## src/rtl/ysyx_22041071_ifu_axi_rd.sv

```systemverilog
// ---------------------------------------------------------------------------
// ysyx_22041071_ifu_axi_rd
//
// Instruction-fetch AXI4 read master feeding the IF stage. It accepts one
// fetch PC, issues a single-beat 64-bit read for the 8-byte-aligned address,
// and presents the returned beat, its response and the fetch PC to IF. IF
// picks the 32-bit half with pc_out[2]. Only one transaction is ever
// outstanding. A flush kills any in-flight fetch: the AXI transaction still
// completes on the bus, but its beat is dropped.
//
// Ports
//   clk, reset                 clock, synchronous active-high reset
//   pc_valid/pc/pc_ready       fetch request from the PC generator
//   flush                      redirect, kills the current fetch
//   ar_*                       AXI read-address channel (master side)
//   r_*                        AXI read-data channel (master side)
//   cpu_r_valid/cpu_r_data/
//   cpu_resp/pc_out/ready2     fetched beat handed to IF
// ---------------------------------------------------------------------------
module ysyx_22041071_ifu_axi_rd #(
   parameter int ADDR_W = 64,
   parameter int DATA_W = 64,
   parameter int ID_W   = 4,
   parameter int RESP_W = 2
) (
   input  logic              clk,
   input  logic              reset,
   // fetch request
   input  logic              pc_valid,
   input  logic [ADDR_W-1:0] pc,
   output logic              pc_ready,
   input  logic              flush,
   // AXI read-address channel
   output logic              ar_valid,
   input  logic              ar_ready,
   output logic [ADDR_W-1:0] ar_addr,
   output logic [ID_W-1:0]   ar_id,
   output logic [7:0]        ar_len,
   output logic [2:0]        ar_size,
   output logic [1:0]        ar_burst,
   output logic [2:0]        ar_prot,
   // AXI read-data channel
   input  logic              r_valid,
   output logic              r_ready,
   input  logic [DATA_W-1:0] r_data,
   input  logic [RESP_W-1:0] r_resp,
   input  logic              r_last,
   // fetched beat to IF
   output logic              cpu_r_valid,
   output logic [DATA_W-1:0] cpu_r_data,
   output logic [RESP_W-1:0] cpu_resp,
   output logic [ADDR_W-1:0] pc_out,
   input  logic              ready2
);

   typedef enum logic [1:0] {
      S_IDLE = 2'd0,
      S_ADDR = 2'd1,
      S_DATA = 2'd2,
      S_HOLD = 2'd3
   } state_e;

   state_e            state_q;
   logic              kill_q;
   logic [ADDR_W-1:0] pc_q;
   logic [DATA_W-1:0] data_q;
   logic [RESP_W-1:0] resp_q;

   logic req_fire;
   logic beat_done;

   // A request is only taken when no redirect is pending in the same cycle.
   assign req_fire  = pc_valid & pc_ready & ~flush;
   assign beat_done = r_valid & r_last;

   always_ff @(posedge clk) begin
      if (reset) begin
         state_q <= S_IDLE;
         kill_q  <= 1'b0;
         pc_q    <= '0;
         data_q  <= '0;
         resp_q  <= '0;
      end else begin
         case (state_q)
            S_IDLE: begin
               kill_q <= 1'b0;
               if (req_fire) begin
                  pc_q    <= pc;
                  state_q <= S_ADDR;
               end
            end
            S_ADDR: begin
               // AR stays up through a flush; the kill flag drops the beat later.
               if (flush) kill_q <= 1'b1;
               if (ar_ready) state_q <= S_DATA;
            end
            S_DATA: begin
               if (beat_done) begin
                  kill_q <= 1'b0;
                  // A flush arriving with the last beat discards it as well.
                  if (kill_q | flush) begin
                     state_q <= S_IDLE;
                  end else begin
                     data_q  <= r_data;
                     resp_q  <= r_resp;
                     state_q <= S_HOLD;
                  end
               end else if (flush) begin
                  kill_q <= 1'b1;
               end
            end
            S_HOLD: begin
               if (flush) begin
                  state_q <= S_IDLE;
               end else if (ready2) begin
                  // Back-to-back: the next PC can be taken as the beat leaves.
                  if (req_fire) begin
                     pc_q    <= pc;
                     state_q <= S_ADDR;
                  end else begin
                     state_q <= S_IDLE;
                  end
               end
            end
            default: state_q <= S_IDLE;
         endcase
      end
   end

   always_comb begin
      pc_ready = 1'b0;
      case (state_q)
         S_IDLE:  pc_ready = 1'b1;
         S_HOLD:  pc_ready = ready2;
         default: pc_ready = 1'b0;
      endcase
   end

   assign ar_valid    = (state_q == S_ADDR);
   assign r_ready     = (state_q == S_DATA);
   assign cpu_r_valid = (state_q == S_HOLD);

   assign ar_addr  = {pc_q[ADDR_W-1:3], 3'b000};
   assign ar_id    = '0;
   assign ar_len   = 8'd0;
   assign ar_size  = 3'b011;
   assign ar_burst = 2'b01;
   assign ar_prot  = 3'b100;

   assign cpu_r_data = data_q;
   assign cpu_resp   = resp_q;
   assign pc_out     = pc_q;

endmodule

```

## config.mk

```make
export PLATFORM = sky130hd
export DESIGN_NAME = ysyx_22041071_ifu_axi_rd
export DESIGN_NICKNAME = d
export VERILOG_FILES = /design/src/rtl/ysyx_22041071_ifu_axi_rd.sv
export SDC_FILE = /design/constraint.sdc
export NUM_CORES = 1
export LEC_CHECK = 0
export BUFFER_PORTS_ARGS = -buffer_cell sky130_fd_sc_hd__buf_2
export CAP_MARGIN = 25
export CORE_AREA = 5 5 134 136
export CTS_BUF_LIST = sky130_fd_sc_hd__clkbuf_4
export DETAILED_ROUTE_END_ITERATION = 16
export DIE_AREA = 0 0 139 141
export SETUP_SLACK_MARGIN = 0.05
export SYNTH_ARGS = -nofsm -noshare
export SYNTH_HDL_FRONTEND = slang
export SYNTH_SLANG_ARGS = --single-unit
export TNS_END_PERCENT = 100
```

## constraint.sdc

```tcl
create_clock -name clk -period 3.35 [get_ports clk]
set_input_delay 0.67 -clock clk [delete_from_list [all_inputs] [get_ports clk]]
set_output_delay 0.67 -clock clk [all_outputs]
set_load 0.01 [all_outputs]
```

==> results of run 1 <==
## flip-flops by register name (all words and copies together), names as in the netlist
signal / count
kill_q: 1
cpu_r_data: 64
cpu_resp: 2
state_q: 2
pc_out: 64
## worst min-delay path by stage
| stage | cells past startpoint | from | end |
|---|---|---|---|
| floorplan | 2 | cpu_r_data[0] | cpu_r_data[0] |
| global placement | 2 | cpu_r_data[12] | cpu_r_data[12] |
| detailed placement | 2 | pc_out[1] | pc_out[1] |
| CTS | 3 | r_data[24] | cpu_r_data[24] |
| global route | 3 | r_data[24] | cpu_r_data[24] |
| finish | 3 | r_data[24] | cpu_r_data[24] |
## power groups by stage
stage               Clock (mW)  Combinational (mW)  Sequential (mW)
finish                    1.20                1.04             1.81
global route              1.34                1.16             1.83
CTS                       1.25                1.06             1.81
detailed placement           0                1.06             1.84
global placement             0                1.07             1.84
floorplan                    0               0.688             1.89
## layout make-up
| cell class | count | area [sq um] |
|---|---|---|
| Clock buffer | 18 | 135 |
| Clock inverter | 14 | 184 |
| Fill cell | 1782 | 9840 |
| Inverter | 4 | 15.0 |
| Multi-Input combinational cell | 440 | 1950 |
| Sequential cell | 133 | 2660 |
| Tap cell | 225 | 282 |
| Timing Repair Buffer | 339 | 1750 |
## per-layer routing
| layer | vias to the layer above | routed length [um] | share of wire |
|---|---|---|---|
| li1 | 2576 | - | - |
| met1 | 2286 | 6390 | 0.39 |
| met2 | 241 | 8050 | 0.49 |
| met3 | 18 | 1790 | 0.11 |
| met4 | 0 | 257 | 0.016 |
| met5 | - | 0 | 0 |
## through the flow
| stage | worst slack [ns] | instance area (sq um) | hold slack, ns | total power [mW] |
|---|---|---|---|---|
| 2_1_floorplan | 1.35 | 5440 | 0.481 | 2.58 |
| 3_3_place_gp | 1.02 | 6660 | 0.438 | 2.91 |
| 3_5_place_dp | 0.960 | 6660 | 0.444 | 2.91 |
| 4_1_cts | 0.936 | 6980 | 0.294 | 4.13 |
| 5_1_grt | 0.705 | 6980 | 0.289 | 4.32 |
| 6_report | 0.999 | 6980 | 0.367 | 4.05 |
## Yosys cell counts
library cell	instances
sky130_fd_sc_hd__a2111oi_4	1
sky130_fd_sc_hd__a211oi_1	2
sky130_fd_sc_hd__a21boi_0	1
sky130_fd_sc_hd__a21oi_1	132
sky130_fd_sc_hd__a311oi_1	1
sky130_fd_sc_hd__a32o_1	1
sky130_fd_sc_hd__and2_1	1
sky130_fd_sc_hd__and3_1	1
sky130_fd_sc_hd__buf_2	17
sky130_fd_sc_hd__buf_4	88
sky130_fd_sc_hd__clkbuf_1	21
sky130_fd_sc_hd__conb_1	2
sky130_fd_sc_hd__dfxtp_1	133
sky130_fd_sc_hd__ha_1	4
sky130_fd_sc_hd__inv_1	4
sky130_fd_sc_hd__mux2_2	1
sky130_fd_sc_hd__nand2_1	261
sky130_fd_sc_hd__nand2b_1	1
sky130_fd_sc_hd__nand3_1	1
sky130_fd_sc_hd__nor2_1	2
sky130_fd_sc_hd__nor2b_1	1
sky130_fd_sc_hd__nor3_1	1
sky130_fd_sc_hd__nor3b_1	3
sky130_fd_sc_hd__o21ai_0	1
sky130_fd_sc_hd__or3b_4	1
## logic make-up after synthesis
family | after synthesis | share of synthesized area
and+or+nand+nor | 273 | 0.197
AOI/OAI and AO/OA | 139 | 0.137
DFF | 133 | 0.497
buffers and inverters | 130 | 0.157
adders and majority gates | 4 | 0.00934
other | 2 | 0.00140
muxes | 1 | 0.00210
## worst reg2reg max path: stages, from the launching register on
cell and delay (ns):
sky130_fd_sc_hd__dfxtp_1 0.41, sky130_fd_sc_hd__inv_1 0.10, sky130_fd_sc_hd__ha_1 0.36, sky130_fd_sc_hd__nor3b_1 0.43, sky130_fd_sc_hd__nand2_2 0.40, sky130_fd_sc_hd__buf_4 0.37, sky130_fd_sc_hd__nand2_1 0.11, sky130_fd_sc_hd__a21oi_1 0.06
==> implementation parameters, run 1 <==
Parameter                              Value

Outcome
  Run status ... finished, final reports clean

Floorplanning
  Initial Util ... 0.319
  Standard-cell rows ... between 40 and 50
  Die outline area ... 19600 sq um
  Vertical extent of the die ... 141 um
  Width of the chip ... 139 um
  Placeable Area ... ~17000 sq um
  I/O pins ... 356

Critical path
  CP max stage delay ... 0.42 ns
  Path length in cells of the critical path ... 7
  Slowest library cell on the worst path ... sky130_fd_sc_hd__nor3b_1
  Start of the worst register-to-register path ... state_q[0]
  CP max FO ... 28
  Type of element capturing the critical path ... flop
  CP Buf/Inv Count ... 2
  Crit-path leading delay family ... simple AND/OR/NAND/NOR gates
  Series of cell instances along the critical path ... inv_1 -> ha_1 -> nor3b_1 -> nand2_2 -> buf_4 -> nand2_1 -> a21oi_1
  Critical path startpoint ... state_q[0]
  Setup slack of the most critical reg-to-reg path ... about 1 ns
  Crit start category ... flop
  Worst Path Required ... between 3 and 4 ns
  Worst reg2reg endpoint ... pc_out[16]
  Worst setup path category ... flop to flop
  Worst Reg-to-Reg Cells ... 7
  Worst setup path endpoint ... pc_out[16]
  Critical path data arrival time ... 2.75 ns

Pwr
  Reg power frac ... 0.446
  Internal Pwr Total ... between 2 and 3 mW
  Clock network fraction of total power ... 0.297
  Switching fraction of total power ... 0.328
  Power share of the combinational group ... 0.257
  Total power divided by cell area ... between 500 and 600 nW/um^2
  Standby leakage power ... 3.36 nW
  Peak VDD IR ... about 0.24 mV
  Switch Pwr ... 1.33 mW

GRT
  First-pass GRT wire length ... between 20 and 30 mm
  Total track usage ... 0.161
  Grt peak-use layer ... met2
  Met1 track demand over resource in global routing ... 0.182
  Pin count of the biggest net entering global routing ... 65
  Overall overflow remaining after global route ... 0
  Via count of the first global-routing pass ... 4866
  Number of antenna violations at the first check in global routing ... 0
  Grt met2 use ... 0.270
  Met3 track demand over resource in global routing ... 0.0804

Synth
  Count of synthesis-stage warnings from yosys ... 0
  Number of unique standard cell types used by synthesis ... 25
  Post-Synthesis Cells ... about 680
  Number of synthesized register bits ... 133
  Area leader, netlist ... sky130_fd_sc_hd__dfxtp_1
  Dominant cells by area after synthesis ... sky130_fd_sc_hd__dfxtp_1 50%, sky130_fd_sc_hd__nand2_1 18%, sky130_fd_sc_hd__a21oi_1 12%
  Top cell type's share of synthesized area ... 0.497
  Mean cell area of the mapped netlist ... just under 8 sq um
  Sequential cell area fraction in the yosys report ... 0.497
  Area of the mapped netlist ... 5360 sq um

Routing
  Post-detailed-routing wire length ... approximately 16 mm
  Number of DRC violations after detailed routing ... 0
  Number of iterations in the first detailed-routing pass ... 6
  ANT nets after route ... 0
  Detailed router's first-iteration violation count ... slightly below 200
  Average vias per placed instance ... about 4.4
  Total number of vias ... 5121
  Detailed-route wire length per cell ... between 10 and 15 um

STA
  Setup Viol. Count Final ... 0
  Final Slew Violations ... 0
  Endpoints failing hold ... 0
  Clock period minus final worst setup slack ... roughly 2.4 ns
  Relative max-transition margin ... 0.575
  Unrepaired setup endpoints after global routing ... false
  Final setup TNS ... 0 ns
  Final clock skew ... a little over 0.01 ns
  Final worst-path cycle share ... 0.702
  Slew of the pin with the lowest slew margin ... approximately 0.64 ns
  Peak Freq ... between 400 and 500 MHz

Cells and area
  Diodes inserted ... 0
  Share of cells above drive strength 1 ... 0.397
  Number of nets in the finished design ... between 1k and 1.5k
  Area overhead of the layout relative to synthesis ... 30.2%
  Filler-free cell count of the finished design ... roughly 1.2k
  Commonest non-fill, non-tap cell in the layout ... sky130_fd_sc_hd__buf_2
  Commonest non-fill, non-tap cells in the layout ... 331 x sky130_fd_sc_hd__buf_2, 260 x sky130_fd_sc_hd__nand2_1, 133 x sky130_fd_sc_hd__dfxtp_1
  Final cell utilization of the core ... 0.415

Clock network
  Worst skew pair latency ... between 0.5 and 0.6 ns
  Cell at the root of the clock tree ... sky130_fd_sc_hd__clkbuf_4
  Setup Buffers After CTS ... 0
  H-tree depth ... 4
  Post-cts gate resize count ... 0
  Clock-pin transition on the worst setup and hold timing paths ... about 0.13 ns
  Maximum clock path buffer count ... 2
  Cts hold-fix bufs ... 0
  Clock tree from TritonCTS ... built
  Number of clock sinks ... 133
  TritonCTS Buffers ... 17

Job
  Maximum capacitance violations ... 0

Placed design
  Number of cells in the design after placement ... around 1.1k
  Gp weighted congestion ... roughly 0.8
  Placed wire-length estimate after detailed placement ... around 12 mm
  Quantity of I/O buffers inserted on ports ... ~330

Hold path
  Hold/Removal Path Class ... primary input to flop
Note: power is estimated with default switching activity, not from simulation.
==> run 2, diff against run 1 <==
--- a/config.mk
+++ b/config.mk
@@ -5,12 +5,13 @@
 export SDC_FILE = /design/constraint.sdc
 export NUM_CORES = 1
 export LEC_CHECK = 0
+export ABC_AREA = 1
 export BUFFER_PORTS_ARGS = -buffer_cell sky130_fd_sc_hd__buf_2
 export CAP_MARGIN = 25
-export CORE_AREA = 5 5 134 136
+export CORE_AREA = 5 5 137 139
 export CTS_BUF_LIST = sky130_fd_sc_hd__clkbuf_4
 export DETAILED_ROUTE_END_ITERATION = 16
-export DIE_AREA = 0 0 139 141
+export DIE_AREA = 0 0 142 144
 export SETUP_SLACK_MARGIN = 0.05
 export SYNTH_ARGS = -nofsm -noshare
 export SYNTH_HDL_FRONTEND = slang
==> constraint.sdc (replaced) <==
create_clock -name clk -period 2.18 [get_ports clk]
set_input_delay 0.436 -clock clk [delete_from_list [all_inputs] [get_ports clk]]
set_output_delay 0.436 -clock clk [all_outputs]
set_load 0.01 [all_outputs]
==> run 2 against run 1 <==
Net effect:
- via count fell by 1.5%
- highest routed layer is now met5
- critical path type is now flop to output pin
- sequential power rose by 67%
- register-to-register slack got worse by 0.56 ns
- largest cell class unchanged
- utilization fell by 1.0 points
- synthesized cell count rose by 2.6%
- global-route usage fell by 1.5 points
- clock-buffer cell count rose by 1
- final cell count rose by 2.1%
- worst hold slack got worse by 0.21 ns
- first-iteration DRC count fell by 29%
- clock power rose by 35%
- power rose by 72%
==> implementation parameters, run 2 <==
Parameter                              Value

Synth
  Area leader, netlist ... sky130_fd_sc_hd__dfxtp_1
  Area of the mapped netlist ... around 5600 sq um
  Async set-or-reset flop fraction in the synthesized netlist ... 0
  Most frequent cells after synthesis ... 135 x sky130_fd_sc_hd__nor2_1, 133 x sky130_fd_sc_hd__dfxtp_1, 84 x sky130_fd_sc_hd__buf_4, 74 x sky130_fd_sc_hd__inv_1, 71 x sky130_fd_sc_hd__o21ai_0
  Post-synthesis mux area share ... 0
  Dominant cells by area after synthesis ... sky130_fd_sc_hd__dfxtp_1 48%, sky130_fd_sc_hd__buf_4 11%, sky130_fd_sc_hd__nor2_1 9.1%
  Combinational family with the most area after synthesis ... buffers and inverters
  Compound-Gate Fraction of Synth Area ... 0.184
  EDFF count, synth ... 0
  Number of synthesized register bits ... between 100 and 150
  Number of unique standard cell types used by synthesis ... 26
  Xor/xnor share of the synthesized area ... 0
  Share of synthesized cell area in full adder, half adder and majority cells ... 0.00897
  Top-count cell post-synth ... sky130_fd_sc_hd__nor2_1
  Most instantiated flip-flop cell in the synthesis netlist ... sky130_fd_sc_hd__dfxtp_1
  Mean cell area of the mapped netlist ... between 7 and 8 sq um
  Post-Synthesis Cells ... 700
  Count of synthesis-stage warnings from yosys ... 0
  Simple-Gate Fraction of Synth Area ... 0.112
  Top cell type's share of synthesized area ... 0.477
  Sequential cell area fraction in the yosys report ... 0.477

Clock network
  Number of clock sinks ... 133
  TritonCTS Buffers ... 17
  Clock tree from TritonCTS ... built
  Cell at the root of the clock tree ... sky130_fd_sc_hd__clkbuf_4
  Worst skew pair latency ... ~0.5 ns
  Cts hold-fix bufs ... 0
  Maximum clock path buffer count ... 2
  Clock-pin transition on the worst setup and hold timing paths ... 0.12 ns
  H-tree depth ... 4

STA
  Final clock skew ... 0.0196 ns
  Worst path setup slack after routing ... 0.231 ns
  Unrepaired setup endpoints after global routing ... false
  Worst hold margin ... between 0.15 and 0.2 ns
  Final setup TNS ... 0 ns
  Setup Viol. Count Final ... 0
  Final worst-path cycle share ... 0.894
  Clock period minus final worst setup slack ... just under 2 ns
  Final Slew Violations ... 0
  Endpoints failing hold ... 0
  Peak Freq ... 513 MHz
  Slew of the pin with the lowest slew margin ... between 0.5 and 0.6 ns
  Relative max-transition margin ... 0.620

Critical path
  Slowest library cell on the worst path ... sky130_fd_sc_hd__dfxtp_1
  Path length in cells of the critical path ... 4
  Crit start category ... flop
  Start of the worst register-to-register path ... state_q[0]
  Worst reg2reg endpoint ... cpu_r_data[9]
  Setup slack of the most critical reg-to-reg path ... 0.44 ns
  Type of element capturing the critical path ... output pin
  CP Buf/Inv Count ... 1
  Series of cell instances along the critical path ... ha_2 -> nand2_2 -> a21oi_4 -> buf_2
  Crit-path leading delay family ... flip-flops
  Worst Path Required ... roughly 1.7 ns
  CP max stage delay ... 0.40 ns
  Worst Reg-to-Reg Cells ... 6
  Worst setup path category ... flop to output pin
  Critical path data arrival time ... around 1.5 ns
  CP max FO ... 4

GRT
  Total track usage ... 0.146
  First-pass GRT wire length ... ~24 mm
  Number of antenna violations at the first check in global routing ... 1
  Overall overflow remaining after global route ... 0
  Via count of the first global-routing pass ... 4598
  Pin count of the biggest net entering global routing ... between 80 and 90

Job
  Maximum capacitance violations ... 0

Hold path
  Number of cells on the worst hold path ... 3
  Worst min-delay path endpoint ... pc_out[14]
  Hold Startpoint ... pc[14]
  Hold/Removal Path Class ... primary input to flop

Routing
  ANT nets after route ... 0
  Detailed-route wire length per cell ... roughly 13 um
  Number of DRC violations after detailed routing ... 0
  Total number of vias ... between 5k and 6k
  Average vias per placed instance ... 4.21
  Number of iterations in the first detailed-routing pass ... 4
  Post-detailed-routing wire length ... 15.9 mm
  Detailed router's first-iteration violation count ... 140

Placed design
  Number of cells in the design after placement ... 1166
  Pre-CTS setup slack ... between 0.4 and 0.5 ns
  Quantity of I/O buffers inserted on ports ... ~330
  Gp weighted congestion ... approximately 0.8
  Cell area after placement ... 6800 sq um
  Placed wire-length estimate after detailed placement ... between 10 and 15 mm

Outcome
  Run status ... finished, final reports clean

Floorplanning
  Standard-cell rows ... between 40 and 50
  Width of the chip ... 142 um
  Placeable Area ... 17500 sq um
  I/O pins ... between 300 and 400
  Vertical extent of the die ... roughly 140 um
  Initial Util ... 0.318
  Die outline area ... approximately 20000 sq um

Pwr
  Clock network fraction of total power ... 0.233
  Total power divided by cell area ... roughly 980 nW/um^2
  Standby leakage power ... between 3 and 4 nW
  Switching fraction of total power ... 0.365
  Internal Pwr Total ... between 4 and 5 mW
  Power share of the combinational group ... 0.332
  Reg power frac ... 0.435
  Overall power ... between 6 and 7 mW
  Peak VDD IR ... 0.369 mV
  Switch Pwr ... 2.54 mW

Cells and area
  Number of nets in the finished design ... 1098
  Filler-free cell count of the finished design ... 1198
  Commonest non-fill, non-tap cells in the layout ... 332 x sky130_fd_sc_hd__buf_2, 135 x sky130_fd_sc_hd__nor2_1, 132 x sky130_fd_sc_hd__dfxtp_1
  Commonest non-fill, non-tap cell in the layout ... sky130_fd_sc_hd__buf_2
  Area of all placed cells without fillers ... just over 7000 sq um
  Final cell utilization of the core ... 0.405
  Share of cells above drive strength 1 ... 0.399
  Area overhead of the layout relative to synthesis ... 27.3%
[run 2: changes by cell type after synthesis, sizes merged, moves of 2 or more]
cell	before	now
nor3b	3	0
nand3	1	3
inv	4	76
nor2	2	136
clkbuf	21	19
a21oi	132	69
nand4	0	2
a211oi	2	0
o21ai	1	132
nand2	261	17
[run 2: repair_timing]
item | 4_1_cts | 5_1_grt
buffers inserted | 0 | 0
gates resized for setup | 2 | 2
cloned | 0 | 0
setup endpoints to repair | 1 | 1
[run 2: how the worst max path moves through the flow]
stage | startpoint | end | slack [ns]
final | state_q[0] | pc_ready | 0.23
after global routing | state_q[1] | pc_ready | 0.05
after CTS | state_q[0] | pc_ready | 0.11
after detailed placement | flush | cpu_r_data[4] | 0.40
after global placement | flush | cpu_r_data[4] | 0.40
after floorplan | state_q[1] | pc_out[24] | 0.59
[run 2: cells by family after synthesis]
group | count (synthesis)
AO/OA/AOI/OAI | 201
adder cells (fa/ha/maj) | 4
buffers and inverters | 201
flip-flops | 133
other | 2
AND/OR/NAND/NOR | 159
[run 2: power groups by stage]
stage | Clock [mW] | Combinational (mW) | Sequential (mW)
after global placement | 0 | 2.29 | 3.07
after CTS | 1.72 | 2.35 | 3.03
after floorplan | 0 | 1.67 | 3.20
after detailed placement | 0 | 2.30 | 3.09
after global routing | 1.85 | 2.57 | 3.08
final | 1.62 | 2.31 | 3.03
[run 2: metal layers]
layer  vias to the layer above  track usage  share of wire  wire length, um
li1                       2627            -              -                -
met1                      2171        0.177           0.41             6550
met2                       235        0.229           0.46             7290
met3                        10       0.0780           0.12             1970
met4                         2       0.0379         0.0077              123
met5                         -            0        0.00082               13
[run 2: worst min-delay path, delay by kind of cell]
| kind | cells | cell delay [ns] |
|---|---|---|
| compound gates | 1 | 0.06 |
| simple gates | 1 | 0.07 |
| buf+inv | 1 | 0.08 |
[run 2: area by class of cell]
cell class	count	area, sq um
clock inverters	12	134
fillers	1891	10400
repair buffers	341	1770
flip-flops and latches	133	2660
diodes	1	2.50
multi-input cells	387	1810
well taps	229	287
clock buffers	19	143
inverters	76	289
==> run 3, diff against run 2 <==
--- a/config.mk
+++ b/config.mk
@@ -12,6 +12,8 @@
 export CTS_BUF_LIST = sky130_fd_sc_hd__clkbuf_4
 export DETAILED_ROUTE_END_ITERATION = 16
 export DIE_AREA = 0 0 142 144
+export GPL_ROUTABILITY_DRIVEN = 0
+export RECOVER_POWER = 100
 export SETUP_SLACK_MARGIN = 0.05
 export SYNTH_ARGS = -nofsm -noshare
 export SYNTH_HDL_FRONTEND = slang
==> constraint.sdc (replaced) <==
create_clock -name clk -period 1.9 [get_ports clk]
set_input_delay 0.38 -clock clk [delete_from_list [all_inputs] [get_ports clk]]
set_output_delay 0.38 -clock clk [all_outputs]
set_load 0.01 [all_outputs]
==> run 3 against run 2 <==
Net effect:
- clock power grew 43%
- worst hold slack got worse by 0.077 ns
- first-iteration DRC count is 36% higher
- global-route usage is 0.077 points higher
- critical path depth did not move
- worst setup slack got worse by 0.18 ns
- final cell count is 0.58% higher
- utilization rose by 1.4 points
- combinational power grew 25%
- critical endpoint unchanged
==> implementation parameters, run 3 (synthesized netlist as in run 2, its figures left out) <==
Parameter                              Value

Critical path
  Worst Path Required ... approximately 1.5 ns
  CP max FO ... 4
  Start of the worst register-to-register path ... state_q[0]
  Critical path data arrival time ... between 1 and 1.5 ns
  Setup slack of the most critical reg-to-reg path ... 0.16 ns
  Worst reg2reg endpoint ... pc_out[2]
  Crit-path leading delay family ... flip-flops
  CP max stage delay ... a little over 0.4 ns
  Series of cell instances along the critical path ... inv_4 -> ha_4 -> a21oi_4 -> buf_6
  Crit start category ... flop
  Worst Reg-to-Reg Cells ... 9
  Worst setup path category ... flop to output pin
  Slowest library cell on the worst path ... sky130_fd_sc_hd__dfxtp_4
  CP Buf/Inv Count ... 2
  Type of element capturing the critical path ... output pin

STA
  Unrepaired setup endpoints after global routing ... true
  Final worst-path cycle share ... 0.974
  Peak Freq ... about 540 MHz
  Final Slew Violations ... 0
  Clock period minus final worst setup slack ... between 1.5 and 2 ns
  Final setup TNS ... 0 ns
  Endpoints failing hold ... 0
  Setup Viol. Count Final ... 0
  Final clock skew ... ~0.014 ns
  Worst hold margin ... a little over 0.08 ns

GRT
  Overall overflow remaining after global route ... 0
  Pin count of the biggest net entering global routing ... 73
  Via count of the first global-routing pass ... around 4.8k
  First-pass GRT wire length ... roughly 24 mm
  Total track usage ... 0.147
  Number of antenna violations at the first check in global routing ... 0

Pwr
  Peak VDD IR ... between 0.4 and 0.5 mV
  Overall power ... between 8 and 9 mW
  Standby leakage power ... roughly 3.6 nW
  Total power divided by cell area ... around 1200 nW/um^2

Floorplanning
  Placeable Area ... ~18000 sq um
  Die outline area ... slightly above 20000 sq um
  Standard-cell rows ... a little under 50
  Vertical extent of the die ... 144 um
  I/O pins ... about 360
  Initial Util ... 0.318
  Width of the chip ... roughly 140 um

Clock network
  H-tree depth ... 4
  Clock-pin transition on the worst setup and hold timing paths ... approximately 0.14 ns
  TritonCTS Buffers ... 17
  Maximum clock path buffer count ... 2
  Cell at the root of the clock tree ... sky130_fd_sc_hd__clkbuf_4
  Number of clock sinks ... between 100 and 150
  Worst skew pair latency ... between 0.5 and 0.6 ns
  Clock tree from TritonCTS ... built

Placed design
  Quantity of I/O buffers inserted on ports ... about 330
  Number of cells in the design after placement ... 1167
  Placed wire-length estimate after detailed placement ... between 10 and 15 mm

Hold path
  Hold Startpoint ... pc[14]
  Hold/Removal Path Class ... primary input to flop
  Worst min-delay path endpoint ... pc_out[14]
  Number of cells on the worst hold path ... 3

Cells and area
  Fillers ... between 1.5k and 2k
  Final cell utilization of the core ... 0.419
  Number of nets in the finished design ... 1105
  Commonest non-fill, non-tap cells in the layout ... 331 x sky130_fd_sc_hd__buf_2, 135 x sky130_fd_sc_hd__nor2_1, 131 x sky130_fd_sc_hd__dfxtp_1
  Filler-free cell count of the finished design ... 1205
  Share of cells above drive strength 1 ... 0.404
  Area overhead of the layout relative to synthesis ... 31.7%
  Commonest non-fill, non-tap cell in the layout ... sky130_fd_sc_hd__buf_2
  Diodes inserted ... 0

Routing
  Number of DRC violations after detailed routing ... 0
  Number of iterations in the first detailed-routing pass ... 5
  Post-detailed-routing wire length ... ~16 mm
  ANT nets after route ... 0
  Total number of vias ... ~5k
  Detailed router's first-iteration violation count ... 190
  Detailed-route wire length per cell ... ~14 um
  Average vias per placed instance ... ~4.2

Outcome
  Run status ... finished, final reports clean

Job
  Maximum capacitance violations ... 0
-- run 3: cell types whose count changed in the layout (fill, tap and decap cells not counted), sizes merged --
cell and delta:
clkbuf -1, diode -1, inv +4, clkinv -1, buf +4, clkinvlp -3
bufinv +3, dlygate4sd3 +2
-- run 3: worst max-delay path by stage --
stage	from	endpoint	slack [ns]	depth (start not counted)
floorplan	state_q[1]	pc_out[24]	0.31	8
global placement	state_q[0]	pc_out[2]	0.20	9
detailed placement	state_q[1]	pc_out[13]	0.15	9
CTS	state_q[1]	pc_ready	-0.03	4
global route	state_q[0]	pc_ready	-0.07	5
finish	state_q[0]	pc_ready	0.05	4
-- run 3: cell type report --
| class | instances | area (sq um) | area share |
|---|---|---|---|
| inverters | 76 | 297 | 0.0404 |
| flip-flops and latches | 133 | 2670 | 0.364 |
| repair buffers | 348 | 1910 | 0.260 |
| well taps | 229 | 287 | 0.0390 |
| multi-input cells | 387 | 1820 | 0.248 |
| clock buffers | 17 | 128 | 0.0174 |
| clock inverters | 15 | 226 | 0.0308 |
-- run 3: where the power goes --
group,switching (mW),internal [mW]
clock network,1.13,1.19
registers,0.290,3.20
logic,1.64,1.26
-- run 3: worst reg2reg max path: stages, from the launching register on --
cell,delay (ns)
sky130_fd_sc_hd__dfxtp_4,0.41
sky130_fd_sc_hd__inv_4,0.05
sky130_fd_sc_hd__ha_4,0.24
sky130_fd_sc_hd__a21oi_4,0.13
sky130_fd_sc_hd__buf_4,0.13
sky130_fd_sc_hd__nand3_2,0.07
sky130_fd_sc_hd__buf_12,0.19
sky130_fd_sc_hd__buf_12,0.18
sky130_fd_sc_hd__o21ai_0,0.19
sky130_fd_sc_hd__nor2_1,0.05
-- run 3: layer usage --
layer / GRT usage / up-vias / routed length, um
li1: - / 2640 / -
met1: 0.171 / 2231 / 6750
met2: 0.239 / 229 / 7570
met3: 0.0744 / 10 / 1960
met4: 0.0434 / 0 / 160
met5: 0 / - / 0
-- run 3: repair_timing --
action,4_1_cts,5_1_grt
buffers inserted,1,2
hold buffers,2,0
setup endpoints to repair,3,4
hold endpoints to repair,2,0
resized for setup,13,2
pin swaps,1,1
cloned,0,1
-- run 3: metrics by stage --
stage / setup slack, ns / area, sq um
detailed placement: 0.154 / 6870
global route: -0.0690 / 7340
CTS: -0.0319 / 7300
floorplan: 0.308 / 5660
finish: 0.0503 / 7340
global placement: 0.200 / 6870
